==> src/rtl/subservient_uart_loader.sv <==
// Boot-time firmware loader: receives a framed image over UART (8N1) and writes it
// into SRAM from address 0, holding the core in reset until the checksum matches.
module subservient_uart_loader #(
  parameter int memsize      = 512,
  parameter int aw           = $clog2(memsize),
  parameter int CLKS_PER_BIT = 139
) (
  input  logic          i_clk,
  input  logic          i_rst,
  input  logic          i_rx,
  output logic [aw-1:0] o_sram_waddr,
  output logic [7:0]    o_sram_wdata,
  output logic          o_sram_wen,
  output logic          o_core_rst,
  output logic          o_done,
  output logic          o_err
);

  localparam int            CW     = $clog2(CLKS_PER_BIT + 1);
  localparam logic [CW-1:0] FULL   = CW'(CLKS_PER_BIT - 1);
  localparam logic [CW-1:0] HALF   = CW'(CLKS_PER_BIT / 2 - 1);
  localparam logic [16:0]   MAXLEN = 17'(memsize);
  localparam logic [7:0]    SYNC   = 8'hA5;

  typedef enum logic [1:0] {R_IDLE, R_START, R_DATA, R_STOP} rx_state_t;
  typedef enum logic [2:0] {F_SYNC, F_LEN_LO, F_LEN_HI, F_DATA, F_CSUM, F_DONE, F_ERR} fr_state_t;

  logic          rx_meta, rx_sync;
  rx_state_t     rx_state, rx_state_nx;
  logic [CW-1:0] tick, tick_nx;
  logic [2:0]    bit_idx, bit_idx_nx;
  logic [7:0]    shreg, shreg_nx;
  logic          rx_valid, rx_valid_nx, rx_ferr, rx_ferr_nx;

  fr_state_t     fr_state, fr_nx;
  logic [15:0]   cnt, cnt_nx, cnt_inc, len, len_nx, len_full;
  logic [7:0]    csum, csum_nx;
  logic [aw-1:0] waddr_nx;
  logic [7:0]    wdata_nx;
  logic          wen_nx;

  always_ff @(posedge i_clk or posedge i_rst) begin
    if (i_rst) begin
      rx_meta      <= 1'b1;
      rx_sync      <= 1'b1;
      rx_state     <= R_IDLE;
      tick         <= '0;
      bit_idx      <= '0;
      shreg        <= '0;
      rx_valid     <= 1'b0;
      rx_ferr      <= 1'b0;
      fr_state     <= F_SYNC;
      cnt          <= '0;
      len          <= '0;
      csum         <= '0;
      o_sram_waddr <= '0;
      o_sram_wdata <= '0;
      o_sram_wen   <= 1'b0;
      o_core_rst   <= 1'b1;
      o_done       <= 1'b0;
      o_err        <= 1'b0;
    end else begin
      rx_meta      <= i_rx;
      rx_sync      <= rx_meta;
      rx_state     <= rx_state_nx;
      tick         <= tick_nx;
      bit_idx      <= bit_idx_nx;
      shreg        <= shreg_nx;
      rx_valid     <= rx_valid_nx;
      rx_ferr      <= rx_ferr_nx;
      fr_state     <= fr_nx;
      cnt          <= cnt_nx;
      len          <= len_nx;
      csum         <= csum_nx;
      o_sram_waddr <= waddr_nx;
      o_sram_wdata <= wdata_nx;
      o_sram_wen   <= wen_nx;
      o_core_rst   <= (fr_nx != F_DONE);
      o_done       <= (fr_nx == F_DONE);
      o_err        <= (fr_nx == F_ERR);
    end
  end

  // UART receiver: start bit re-checked at mid-bit, data/stop sampled a full bit apart
  always_comb begin
    rx_state_nx = rx_state;
    tick_nx     = tick;
    bit_idx_nx  = bit_idx;
    shreg_nx    = shreg;
    rx_valid_nx = 1'b0;
    rx_ferr_nx  = 1'b0;
    case (rx_state)
      R_IDLE: begin
        if (!rx_sync) begin
          rx_state_nx = R_START;
          tick_nx     = '0;
        end
      end
      R_START: begin
        if (tick == HALF) begin
          tick_nx     = '0;
          bit_idx_nx  = '0;
          rx_state_nx = rx_sync ? R_IDLE : R_DATA;
        end else begin
          tick_nx = tick + CW'(1);
        end
      end
      R_DATA: begin
        if (tick == FULL) begin
          tick_nx  = '0;
          shreg_nx = {rx_sync, shreg[7:1]};
          if (bit_idx == 3'd7) rx_state_nx = R_STOP;
          else bit_idx_nx = bit_idx + 3'd1;
        end else begin
          tick_nx = tick + CW'(1);
        end
      end
      R_STOP: begin
        if (tick == FULL) begin
          tick_nx     = '0;
          rx_valid_nx = rx_sync;
          rx_ferr_nx  = !rx_sync;
          rx_state_nx = R_IDLE;
        end else begin
          tick_nx = tick + CW'(1);
        end
      end
      default: rx_state_nx = R_IDLE;
    endcase
  end

  // Frame parser; shreg still holds the received byte while rx_valid is high
  always_comb begin
    fr_nx    = fr_state;
    cnt_nx   = cnt;
    cnt_inc  = cnt + 16'd1;
    len_nx   = len;
    len_full = {shreg, len[7:0]};
    csum_nx  = csum;
    waddr_nx = o_sram_waddr;
    wdata_nx = o_sram_wdata;
    wen_nx   = 1'b0;
    case (fr_state)
      F_SYNC, F_ERR: begin
        if (rx_valid && shreg == SYNC) begin
          fr_nx   = F_LEN_LO;
          cnt_nx  = '0;
          csum_nx = '0;
        end
      end
      F_LEN_LO: begin
        if (rx_ferr) fr_nx = F_ERR;
        else if (rx_valid) begin
          len_nx[7:0] = shreg;
          fr_nx       = F_LEN_HI;
        end
      end
      F_LEN_HI: begin
        if (rx_ferr) fr_nx = F_ERR;
        else if (rx_valid) begin
          len_nx = len_full;
          if ({1'b0, len_full} > MAXLEN) fr_nx = F_ERR;
          else if (len_full == '0)       fr_nx = F_CSUM;
          else                           fr_nx = F_DATA;
        end
      end
      F_DATA: begin
        if (rx_ferr) fr_nx = F_ERR;
        else if (rx_valid) begin
          wen_nx   = 1'b1;
          waddr_nx = cnt[aw-1:0];
          wdata_nx = shreg;
          cnt_nx   = cnt_inc;
          csum_nx  = csum + shreg;
          if (cnt_inc == len) fr_nx = F_CSUM;
        end
      end
      F_CSUM: begin
        if (rx_ferr) fr_nx = F_ERR;
        else if (rx_valid) fr_nx = (shreg == csum) ? F_DONE : F_ERR;
      end
      F_DONE: fr_nx = F_DONE;
      default: fr_nx = F_SYNC;
    endcase
  end

endmodule

==> config.mk <==
export PLATFORM = sky130hd
export DESIGN_NAME = subservient_uart_loader
export DESIGN_NICKNAME = d
export VERILOG_FILES = /design/src/rtl/subservient_uart_loader.sv
export SDC_FILE = /design/constraint.sdc
export NUM_CORES = 1
export LEC_CHECK = 0
export CAP_MARGIN = 40
export CORE_MARGIN = 3
export CORE_UTILIZATION = 45
export DETAILED_ROUTE_END_ITERATION = 12
export GPL_TIMING_DRIVEN = 0
export PLACE_DENSITY = 0.68
export SLEW_MARGIN = 25
export SYNTH_ARGS = -nofsm -noshare
export SYNTH_HDL_FRONTEND = slang
export SYNTH_SLANG_ARGS = --single-unit
==> constraint.sdc <==
create_clock -name i_clk -period 3.5 [get_ports i_clk]
set_input_delay 0.35 -clock i_clk [delete_from_list [all_inputs] [get_ports i_clk]]
set_output_delay 0.35 -clock i_clk [all_outputs]
set_load 0.01 [all_outputs]
==> out/results.ini <==
[run_status]
outcome=complete, no violations

[placement]
place_congestion=0.923
dp_hpwl_mm=7.27
io_buffers=23
placed_area_um2=5230

[timing]
maxSlewViolCount=0
layout_min_cycle_time_ps=2650
max_freq_mhz=378
finalSetupViolations=0
hold_viol=0
rsz0062_at_grt=no
fin_tns_setup_ps=0
tightest_slew_ps=725
post-route-period-util_pct=75.6
fin_hold_ws_ps=326
finClkSkew_ps=9.38
slew_headroom_pct=51.3

[power]
ir_drop_uv=206
powerDensity_nw_per_um2=324
leakage_uw=0.00252

[critical_path]
cp.arrival_ps=2890
worstSetupStartpointType=flop
critPathKind=reg -> reg
r2r_cells=9
r2r_start=cnt[1]
endpoint_kind=flop
cp.required_ps=3750
reg2reg_slack_ps=850
worstPathMaxFanout=7
rr_endpoint=o_err

[final_layout]
final_cell_area_um2=5430
num_antenna_cells=0
drive_gt1_share_pct=13.9
nets=553
area_growth_pct=13.2
fill_cells=943
final_util_pct=52.4

[synth]
muxShareOfSynthArea_pct=6.93
synth_seq_cells=89
synth_fp_nets=517
yosysSeqAreaShare_pct=46.5
netlist_area_um2=4800
yosys.area_share.simple_pct=20.3
synth.avg_cell_area_um2=9.60
synthCells=500
synth_edf_count=0
ys_warn_count=0
synth_compound_area_share_pct=12.7
synth_top_family_by_area=simple AND/OR/NAND/NOR gates
yosysUniqueCellTypes=62
ys.flop_type=dfrtp_1
async_flop_share_pct=100
synth_xor_area_share_pct=5.84
synthAdderAreaFrac_pct=3.81

[grt]
grt_max_degree=61
gr-usage-met1_pct=25.4
antenna_found_initial=0
grt_pass1_wl_mm=17.8
grtUsageMet2_pct=31.4
gr-total-overflow=0
busiest_layer=met2
grt_use_met3_pct=3.26
grt_pass1_vias=3712
grt_use_total_pct=19.0

[routing]
viasPerCell=5.49
drtIter0Drc=250
drt_wl_total_mm=10.3
wl_per_cell_um=15.3
ant_nets=0
vias=3717
dr.pass1.iters=4
post-route-drc-count=0

[cts]
clk-insertion-delay-late_ps=360
numCtsBuffers=9
cts_resized=0
cts_root_buf=clkbuf_8
cts.sinks=89
hold_buffers=0
htree_levels=3
cts_setup_buffers=0
cts_tree=done
path_clk_slew_ps=90
cts.path.max_buffers=2

[floorplan]
io_pins=24
die_h_um=109
core_area_um2=10400
die_x_um=109
initial_core_util_pct=46.3
rows=37
dieArea_um2=11900

[worst_hold_path]
worstHoldPathType=in -> async

[flow_run]
maxCapViolCount=0

==> layout by cell type (no fill, tap or decap), types with 4 or more instances in the layout <==
cell              n
o21ai_1          14
dfrtp_1          86
a31oi_1           4
nor2b_1           5
mux2_2           26
a21oi_1          20
nor3_1            7
a21o_1            4
xnor2_1          16
clkbuf_1         15
inv_1            14
o31ai_1           6
o21ai_0          31
mux2i_1           4
buf_2             8
nor4_1            7
xor2_1           16
clkdlybuf4s50_1  23
and3_1            4
nor2_1           31
ha_1             13
clkbuf_8          9
buf_4             4
nand2_1          87
nand4_1           4
nand3_1          18
==> cell usage after synthesis (3+ instances only) <==
master / n / area, µm²
xor2_1: 16 / 140
nor2b_1: 5 / 31.3
nand3_1: 18 / 90.1
o21ai_1: 14 / 70.1
nor4_1: 7 / 43.8
buf_2: 7 / 35.0
o31ai_1: 6 / 45.0
a21o_1: 4 / 30.0
nor3_1: 7 / 35.0
nand2_1: 87 / 327
nor2_1: 31 / 116
inv_1: 15 / 56.3
xnor2_1: 16 / 140
ha_1: 13 / 163
and3_1: 4 / 25.0
buf_4: 4 / 30.0
o21ai_0: 31 / 155
a21oi_1: 20 / 100
o41ai_1: 3 / 26.3
a22o_1: 3 / 26.3
o22ai_1: 3 / 18.8
dfstp_2: 3 / 78.8
mux2_2: 26 / 293
nand4_1: 4 / 25.0
clkbuf_1: 15 / 56.3
dfrtp_1: 86 / 2150
nor3_2: 3 / 30.0
mux2i_1: 4 / 40.0
a31oi_1: 4 / 25.0
==> state kept, by name, summed over array words and instances (netlist names), 8 cells and up, named ones only <==
signal        flops
cnt              16
len              16
o_sram_waddr      9
shreg             8
tick              8
o_sram_wdata      8
csum              8
==> stage by stage <==
stage	power (µW)	std cells	setup WS (ps)
detailed placement	1080	660	878
CTS	1790	676	862
floorplan	1070	500	848
finish	1760	677	854
global route	1840	677	699
global placement	1070	659	-471
==> power by group <==
group | switching, µW | internal (µW) | leakage, µW
Combinational | 21.4 | 5.89 | 0.00120
Clock | 374 | 330 | 0.000103
Sequential | 0.900 | 1030 | 0.00122
==> metal layers <==
metal / vias up / routed length, µm
met3: 25 / 324
li1: 1820 / -
met1: 1788 / 4730
met4: 0 / 174
met2: 84 / 5100
met5: - / 0
==> worst max-delay path by stage <==
stage / endpoint / slack, ps / start / cells past startpoint
after floorplan: asynchronous set/reset pin / 850 / i_rst / 1
after global placement: cnt[13] / -470 / i_rst / 2
after detailed placement: o_err / 880 / cnt[1] / 9
after CTS: o_err / 860 / cnt[1] / 9
after global routing: o_err / 700 / cnt[1] / 9
final: o_err / 850 / cnt[1] / 9
==> critical path: stages, from the launching register on <==
cell and delay (ps):
dfrtp_1 490, ha_1 340, and4_1 310, nand4_1 170
nor3_1 160, a21oi_1 50, and4bb_1 320, o2111ai_1 220
o31a_1 310, and4_1 150
==> cells by family after synthesis <==
| family | Yosys count |
|---|---|
| compound gates | 100 |
| xor+xnor | 32 |
| fa+ha+maj | 14 |
| buf+inv | 44 |
| flops | 89 |
| mux | 30 |
| simple gates | 191 |
==> area by class of cell <==
class                           count  area, µm²  area share [%]
Clock buffer                        9        124            2.28
Timing Repair Buffer               25        263            4.84
Inverter                           15       61.3            1.13
Clock inverter                      7       71.3            1.31
Sequential cell                    89       2230            41.1
Buffer                             29        135            2.49
Tap cell                          136        170            3.13
Multi-Input combinational cell    367       2380            43.8
No activity file was read; power rests on OpenSTA's default activity.
